## src/rtl/alu_pkg.sv

```systemverilog
// Shared types for the pipelined ALU: opcodes, result flags and control states.
package alu_pkg;

  typedef enum logic [3:0] {
    OP_ADD = 4'h0,
    OP_SUB = 4'h1,
    OP_ADC = 4'h2,
    OP_SBC = 4'h3,
    OP_AND = 4'h4,
    OP_OR  = 4'h5,
    OP_XOR = 4'h6,
    OP_NOT = 4'h7,
    OP_SHL = 4'h8,
    OP_SHR = 4'h9,
    OP_ASR = 4'hA,
    OP_ROL = 4'hB,
    OP_MUL = 4'hC
  } alu_op_e;

  typedef struct packed {
    logic carry;
    logic zero;
    logic neg;
    logic ovf;
  } alu_flags_t;

  typedef enum logic {
    ST_IDLE = 1'b0,
    ST_MUL  = 1'b1
  } alu_state_e;

endpackage

```

## src/rtl/alu_mul_seq.sv

```systemverilog
// Sequential shift-add multiplier: one partial product per cycle, WIDTH steps.
// done/prod_* reflect the final step combinationally so the caller loads on that edge.
module alu_mul_seq #(
  parameter int unsigned WIDTH = 8
) (
  input  logic             clk,
  input  logic             rst,
  input  logic             start,
  input  logic [WIDTH-1:0] a,
  input  logic [WIDTH-1:0] b,
  output logic             done,
  output logic [WIDTH-1:0] prod_lo,
  output logic             prod_hi_nz
);

  localparam int unsigned PW    = 2 * WIDTH;
  localparam int unsigned CNT_W = $clog2(WIDTH);

  logic             running;
  logic [CNT_W-1:0] cnt;
  logic [PW-1:0]    acc;
  logic [PW-1:0]    a_sh;
  logic [WIDTH-1:0] b_sh;
  logic [PW-1:0]    acc_nxt;

  assign acc_nxt    = b_sh[0] ? (acc + a_sh) : acc;
  assign done       = running && (cnt == CNT_W'(WIDTH - 1));
  assign prod_lo    = acc_nxt[WIDTH-1:0];
  assign prod_hi_nz = |acc_nxt[PW-1:WIDTH];

  always_ff @(posedge clk or posedge rst) begin
    if (rst) begin
      running <= 1'b0;
      cnt     <= '0;
      acc     <= '0;
      a_sh    <= '0;
      b_sh    <= '0;
    end else if (start) begin
      running <= 1'b1;
      cnt     <= '0;
      acc     <= '0;
      a_sh    <= PW'(a);
      b_sh    <= b;
    end else if (running) begin
      acc  <= acc_nxt;
      a_sh <= a_sh << 1;
      b_sh <= b_sh >> 1;
      cnt  <= cnt + CNT_W'(1);
      if (done) running <= 1'b0;
    end
  end

endmodule

```

## src/rtl/alu_pipe.sv

```systemverilog
// Registered ALU with valid/ready on both sides, sticky carry for multi-word
// arithmetic, and a WIDTH-cycle sequential multiplier.
module alu_pipe
  import alu_pkg::*;
#(
  parameter int unsigned WIDTH = 8
) (
  input  logic             clk,
  input  logic             rst,
  input  logic             in_valid,
  output logic             in_ready,
  input  logic [WIDTH-1:0] in_a,
  input  logic [WIDTH-1:0] in_b,
  input  logic [3:0]       in_op,
  output logic             out_valid,
  input  logic             out_ready,
  output logic [WIDTH-1:0] out_result,
  output logic             out_carry,
  output logic             out_zero,
  output logic             out_neg,
  output logic             out_ovf,
  output logic             busy
);

  localparam int unsigned XW = WIDTH + 1;

  typedef struct packed {
    logic [WIDTH-1:0] result;
    logic             carry;
    logic             ovf;
  } calc_t;

  alu_state_e       state;
  alu_flags_t       flags_q;
  logic             c_q;
  logic             accept;
  logic             op_is_mul;
  logic             load;
  logic             mul_done;
  logic [WIDTH-1:0] mul_lo;
  logic             mul_hi_nz;
  calc_t            calc;
  logic [WIDTH-1:0] ld_res;
  logic             ld_carry;
  logic             ld_ovf;

  // Single-cycle ops; MUL and illegal opcodes fall to the all-zero default.
  function automatic calc_t alu_calc(input alu_op_e op, input logic [WIDTH-1:0] a,
                                     input logic [WIDTH-1:0] b, input logic cq);
    calc_t     r;
    logic [WIDTH:0] ext;
    r   = '0;
    ext = '0;
    case (op)
      OP_ADD, OP_ADC: begin
        ext = {1'b0, a} + {1'b0, b} + ((op == OP_ADC) ? XW'(cq) : XW'(0));
        r.result = ext[WIDTH-1:0];
        r.carry  = ext[WIDTH];
        r.ovf    = (a[WIDTH-1] == b[WIDTH-1]) && (ext[WIDTH-1] != a[WIDTH-1]);
      end
      OP_SUB, OP_SBC: begin
        ext = {1'b0, a} - {1'b0, b} - ((op == OP_SBC) ? XW'(cq) : XW'(0));
        r.result = ext[WIDTH-1:0];
        r.carry  = ext[WIDTH];
        r.ovf    = (a[WIDTH-1] != b[WIDTH-1]) && (ext[WIDTH-1] != a[WIDTH-1]);
      end
      OP_AND: r.result = a & b;
      OP_OR:  r.result = a | b;
      OP_XOR: r.result = a ^ b;
      OP_NOT: r.result = ~a;
      OP_SHL: begin
        r.result = {a[WIDTH-2:0], 1'b0};
        r.carry  = a[WIDTH-1];
      end
      OP_SHR: begin
        r.result = {1'b0, a[WIDTH-1:1]};
        r.carry  = a[0];
      end
      OP_ASR: begin
        r.result = {a[WIDTH-1], a[WIDTH-1:1]};
        r.carry  = a[0];
      end
      OP_ROL: begin
        r.result = {a[WIDTH-2:0], a[WIDTH-1]};
        r.carry  = a[WIDTH-1];
      end
      default: r = '0;
    endcase
    return r;
  endfunction

  always_comb begin
    calc = alu_calc(alu_op_e'(in_op), in_a, in_b, c_q);
  end

  assign in_ready  = (state == ST_IDLE) && (!out_valid || out_ready);
  assign accept    = in_valid && in_ready;
  assign op_is_mul = (in_op == OP_MUL);
  assign load      = (accept && !op_is_mul) || mul_done;
  assign ld_res    = mul_done ? mul_lo : calc.result;
  assign ld_carry  = mul_done ? mul_hi_nz : calc.carry;
  assign ld_ovf    = mul_done ? 1'b0 : calc.ovf;

  alu_mul_seq #(.WIDTH(WIDTH)) u_mul (
    .clk        (clk),
    .rst        (rst),
    .start      (accept && op_is_mul),
    .a          (in_a),
    .b          (in_b),
    .done       (mul_done),
    .prod_lo    (mul_lo),
    .prod_hi_nz (mul_hi_nz)
  );

  // Control state and output register; a load wins over a plain delivery.
  always_ff @(posedge clk or posedge rst) begin
    if (rst) begin
      state      <= ST_IDLE;
      busy       <= 1'b0;
      out_valid  <= 1'b0;
      out_result <= '0;
      flags_q    <= '0;
      c_q        <= 1'b0;
    end else begin
      if (state == ST_IDLE) begin
        if (accept && op_is_mul) begin
          state <= ST_MUL;
          busy  <= 1'b1;
        end
      end else if (mul_done) begin
        state <= ST_IDLE;
        busy  <= 1'b0;
      end
      if (load) begin
        out_valid     <= 1'b1;
        out_result    <= ld_res;
        flags_q.carry <= ld_carry;
        flags_q.zero  <= (ld_res == '0);
        flags_q.neg   <= ld_res[WIDTH-1];
        flags_q.ovf   <= ld_ovf;
        c_q           <= ld_carry;
      end else if (out_ready) begin
        out_valid <= 1'b0;
      end
    end
  end

  assign out_carry = flags_q.carry;
  assign out_zero  = flags_q.zero;
  assign out_neg   = flags_q.neg;
  assign out_ovf   = flags_q.ovf;

endmodule

```

## config.mk

```make
export PLATFORM = sky130hd
export DESIGN_NAME = alu_pipe
export DESIGN_NICKNAME = d
export VERILOG_FILES = /design/src/rtl/alu_pkg.sv /design/src/rtl/alu_mul_seq.sv /design/src/rtl/alu_pipe.sv
export SDC_FILE = /design/constraint.sdc
export NUM_CORES = 1
export LEC_CHECK = 0
export BUFFER_PORTS_ARGS = -buffer_cell sky130_fd_sc_hd__buf_2
export CAP_MARGIN = 20
export CORE_MARGIN = 2
export CORE_UTILIZATION = 65
export CTS_BUF_LIST = sky130_fd_sc_hd__clkbuf_4 sky130_fd_sc_hd__clkbuf_8
export CTS_CLUSTER_DIAMETER = 40
export CTS_CLUSTER_SIZE = 40
export DETAILED_ROUTE_END_ITERATION = 6
export PLACE_DENSITY_LB_ADDON = 0.2
export SLEW_MARGIN = 20
export SYNTH_ARGS = -nofsm -noshare
export SYNTH_HDL_FRONTEND = slang
export SYNTH_SLANG_ARGS = --single-unit
export TNS_END_PERCENT = 50
```

## constraint.sdc

```tcl
create_clock -name clk -period 7.85 [get_ports clk]
set_clock_uncertainty 0.05 [all_clocks]
set_input_delay 1.1775 -clock clk [delete_from_list [all_inputs] [get_ports clk]]
set_output_delay 1.1775 -clock clk [all_outputs]
set_load 0.01 [all_outputs]
```

# == Word level (Yosys, flattened, before mapping) ==
# Cells that the tools add are included.
# totals
register_bits,59
in_bits,24
# op_classes
n_addsub,6
n_eq_ne,18
mux,27
bitwise,5
reduce_logical,22
# ops
operator,count
16-bit two-way mux,5
8-bit case mux with 10 select lines,1
8-bit two-way mux,3
"4-bit equality test, second input constant",5
16-bit adder,1
"4-bit by 3-bit equality test with 1-bit output, second input constant",4
1-bit two-way mux,14
8-bit by 8-bit adder with 9-bit output,1
9-bit by 1-bit adder with 9-bit output,1
8-bit by 8-bit subtractor with 9-bit output,1
9-bit by 1-bit subtractor with 9-bit output,1
8-bit bitwise AND,1
"4-bit by 2-bit equality test with 1-bit output, second input constant",2
8-bit zero test,1
8-bit inverter,1
8-bit OR,1
2-bit OR reduction,4
8-bit OR reduction,1
8-bit bitwise XOR,1
1-bit logical AND,7
3-bit two-way mux,2
2-bit nonzero test,3
"4-bit by 1-bit equality test with 1-bit output, second input constant",1
4-bit zero test,1
other kinds (11),15

# == Logic depth before layout (Yosys ltp) ==
# depth
word_depth,7
ltp_mapped,15
mapped_depth_nobuf,14

# == Cells and area by module ==
# From an unflattened synthesis, not the netlist that was laid out.
# unflattened
cells_unflattened,604
hier_area_um2,5233.8
# by_module_without_submodules
mod,instances,cells_each,area_per_inst_um2
alu_mul_seq,1,307,2894.0
alu_pipe,1,297,2339.7

# == Least setup slack after synthesis ==
# Ideal clock, no wire load.
# synth_timing
kind,input port to flip-flop
start,in in_op[0]
end,reg flags_q (netlist bit out_zero)
setup_time_ps,95
t_arrival_ps,4126
required_time_ps,7705
slack_ps,3578
cell_stages,14
path_buffers,1
path_cell_list,buf_2 > nand2b_1 > nor2_1 > nand3_1 > fa_1 > ha_1 > o21ai_0 > a2111oi_0 > o21ai_1 > and3b_1 > o21ai_0 > a2bb2oi_1 > a211o_1 > o31ai_1
# synth_between
elab_chain_cells,6
# synth_lines
item,line_no,source
start: declaration,alu_pipe.sv:14,"input logic [3:0] in_op,"
4-bit by 2-bit equality test with 1-bit output,-,
"1-bit two-way mux, on equally long branches","alu_pipe.sv:62, alu_pipe.sv:56",
9-bit by 1-bit subtractor with 9-bit output or 9-bit by 1-bit adder with 9-bit output (tied branches),"alu_pipe.sv:62, alu_pipe.sv:56",
8-bit case mux with 10 select lines,alu_pipe.sv:54,case (op)
8-bit two-way mux,alu_pipe.sv:100,assign ld_res = mul_done ? mul_lo : calc.result;
8-bit zero test,alu_pipe.sv:138,flags_q.zero <= (ld_res == '0);
end: declaration,alu_pipe.sv:34,alu_flags_t flags_q;
# Several ways; a longest one is shown, not always the timed one.
# A chain may end at the register's enable or synchronous reset.

# == Worst setup path after layout ==
# Ends and elaborated chain as after synthesis.

==> results.toml <==
[critical_path]
crit_path_max_fanout = 41
crit_path_start_kind = "input port"
cp_data_required_time_ps = 8040
worst-r2r-cell-count = 10
critPathArrivalTime_ps = 5180
r2r-start = "u_mul.a_sh[0]"
startpoint = "in_op[0]"
end_kind = "flip-flop"
path_class = "input port to flip-flop"

[detailed_routing]
wl_um = 13900
num_vias = 5028
ant_nets = 0
drtIter0Drc = 497
dr.pass1.iters = 6
drc_errors = 0
viasPerCell = 6.60
routedWlPerCell_um = 18.3

[cts]
clock-sinks = 58
cts-root-buf = "clkbuf_8"
clock_path_buffers = 2
ctsResizeCount = 0
ctsHoldBuffers = 0
worst_skew_pair.late_latency_ps = 340
cts_tree = "built"
cts_buffers = 9
path_clk_slew_ps = 70
postCtsSetupBuffers = 0
htree_levels = 3

[floorplan]
die_w_um = 94.0
io_pins = 39
dieArea_sq_mm = 0.00883
core_sq_mm = 0.00777
die_y_um = 94.0
start_util_pct = 67.7
row_count = 32

[logic_synthesis]
synthTopCellsByArea = "dfrtp_1, ha_1, mux2i_1"
synth_top_area_share_pct = 27.6
synth_cell_types = 73
synth_common_cells = "nor2_1, nand2_1, dfrtp_1, ha_1, o21ai_0"
synth-simple-area-share_pct = 19.3
avgSynthCellArea_sq_um = 8.26
synth_mux_area_share_pct = 7.94
synth_nets = 713
synthXorXnorAreaFrac_pct = 3.00
yosys_most_used_dff = "dfrtp_1"
yosysMostFrequentCell = "nor2_1"
synth-adder-area-share_pct = 13.1
synth-compound-area-share_pct = 23.8
synth.largest_area_cell = "dfrtp_1"
synth_top_family_by_area = "compound AO/OA/AOI/OAI gates"
ys_seq_elements = 58
synth-seq-area-share_pct = 27.6
syn-cell-area_sq_mm = 0.00526
synth-async-reset-ratio_pct = 100
ys_warn_count = 0
syn_inst = 637
synth_edf_count = 0

[place]
numPortBuffers = 38
place.gp.congestion = 0.952
dp_hpwl_um = 10200

[cells_and_area]
syn_to_final_growth_pct = 7.71
nNetsFinal = 732
drive_above_1_share_pct = 11.5
n_antenna_cell = 0

[timing]
holdWs_ps = 427
fin_crit_ps = 4990
fin_crit_sh_pct = 63.6
final_hold_viol_count = 0
timing.slew.headroom_pct = 31.7
timing.fmax_mhz = 200
drv_slew = 0
tightest_slew_ps = 1020
final.setup.tns_ps = 0
setup-violations-final = 0
rsz0062_at_grt = "no"

[global_route]
grt_pass1_wl_um = 23200
grt_max_degree = 62
grt_usage_pct = 33.2
grt_pass1_vias = 4757
antenna_found_initial = 0
overflow = 0

[power]
combinationalPowerShare_pct = 57.6
p_int_mw = 1.08
leakagePower_nw = 2.51
power_frac_seq_pct = 27.3
power.density_mw_per_mm2 = 353
power_switching_uw = 919
power_switching_share_pct = 45.9
p_clk_share_pct = 15.1
ir_drop_uv = 277

[hold_path]
hold_path.startpoint = "out_result[2]"
hold_depth = 2
worst_hold_path_type = "flip-flop to flip-flop"

[run_status]
status = "complete, no violations"

[run]
drv_cap = 0
## sequential cells by signal, indices dropped and copies added (netlist names)
signal         cells
u_mul.b_sh         8
u_mul.a_sh        16
busy               1
c_q                1
out_ovf            1
state              1
u_mul.acc         16
out_valid          1
u_mul.cnt          3
out_result         8
u_mul.running      1
out_zero           1
## through the flow
| step | setup slack [ps] | util [%] | cells | area [sq um] | total power [mW] |
|---|---|---|---|---|---|
| 2_1_floorplan | 3580 | - | 637 | 5260 | 1.41 |
| 3_3_place_gp | 2870 | 70.3 | 747 | 5460 | 1.62 |
| 3_5_place_dp | 2610 | 70.3 | 747 | 5460 | 1.67 |
| 4_1_cts | 2970 | 73.0 | 762 | 5670 | 1.98 |
| 5_1_grt | 2550 | 73.0 | 762 | 5670 | 2.16 |
| 6_report | 2860 | 73.0 | 762 | 5670 | 2.00 |
## cell usage in the layout, fill, tap and decap left out, drive strengths merged, types with 4 or more instances in the layout
cell,count
nor2,67
nand2,63
dfrtp,58
o21ai,50
ha,47
a21oi,44
buf,41
inv,37
mux2i,35
nor3,17
a211oi,17
xnor2,14
nand2b,13
nand3,9
clkbuf,9
o21a,8
or3,8
nand4,7
o211ai,7
nor3b,6
and3,6
a31oi,6
a21o,5
o22ai,5
fa,5
xor2,4
mux2,4
o22a,4
a2111oi,4
## critical path, stage by stage
cell       delay [ps]
buf_2             570
nand2b_1          150
nor2_1            480
nand3_1           190
fa_1              460
ha_1              290
o21ai_0           150
a2111oi_0         600
o21ai_1           190
and3b_1           210
o21ai_0           160
a2bb2oi_1         100
a211o_1           240
o31ai_1           200
## kinds of logic after synthesis
group,Yosys count
simple gates,214
compound gates,185
buf+inv,70
flops,58
fa+ha+maj,52
mux,40
xor+xnor,18
## power groups by stage
stage               clock [mW]  combinational [mW]  sequential, mW
global placement             0                1.08           0.537
detailed placement           0                1.13           0.546
finish                   0.302                1.15           0.546
CTS                      0.303                1.14           0.543
global route             0.317                1.28           0.562
floorplan                    0               0.880           0.527
## area by class of cell
type                            count  area, sq um
Timing Repair Buffer               41          213
Clock inverter                      6         82.6
Fill cell                         598         2100
Inverter                           37          139
Clock buffer                        9          124
Multi-Input combinational cell    509         3530
Tap cell                          102          128
Sequential cell                    58         1450
## metal layers
metal	wire, um	vias up	global-route usage (%)
li1	-	2345	-
met1	6050	2373	47.2
met2	6060	269	49.9
met3	1400	41	7.38
met4	425	0	11.8
met5	0	-	0
## worst paths after layout
kind                                      end  slack [ps]
min in group asynchronous        u_mul.cnt[0]         990
max in group asynchronous       out_result[3]        6280
worst min register to register  out_result[2]         430
worst min-delay path            out_result[2]         430
worst max register to register            c_q        4320
worst max-delay path                 out_zero        2860
(Power assumes the default switching activity.)
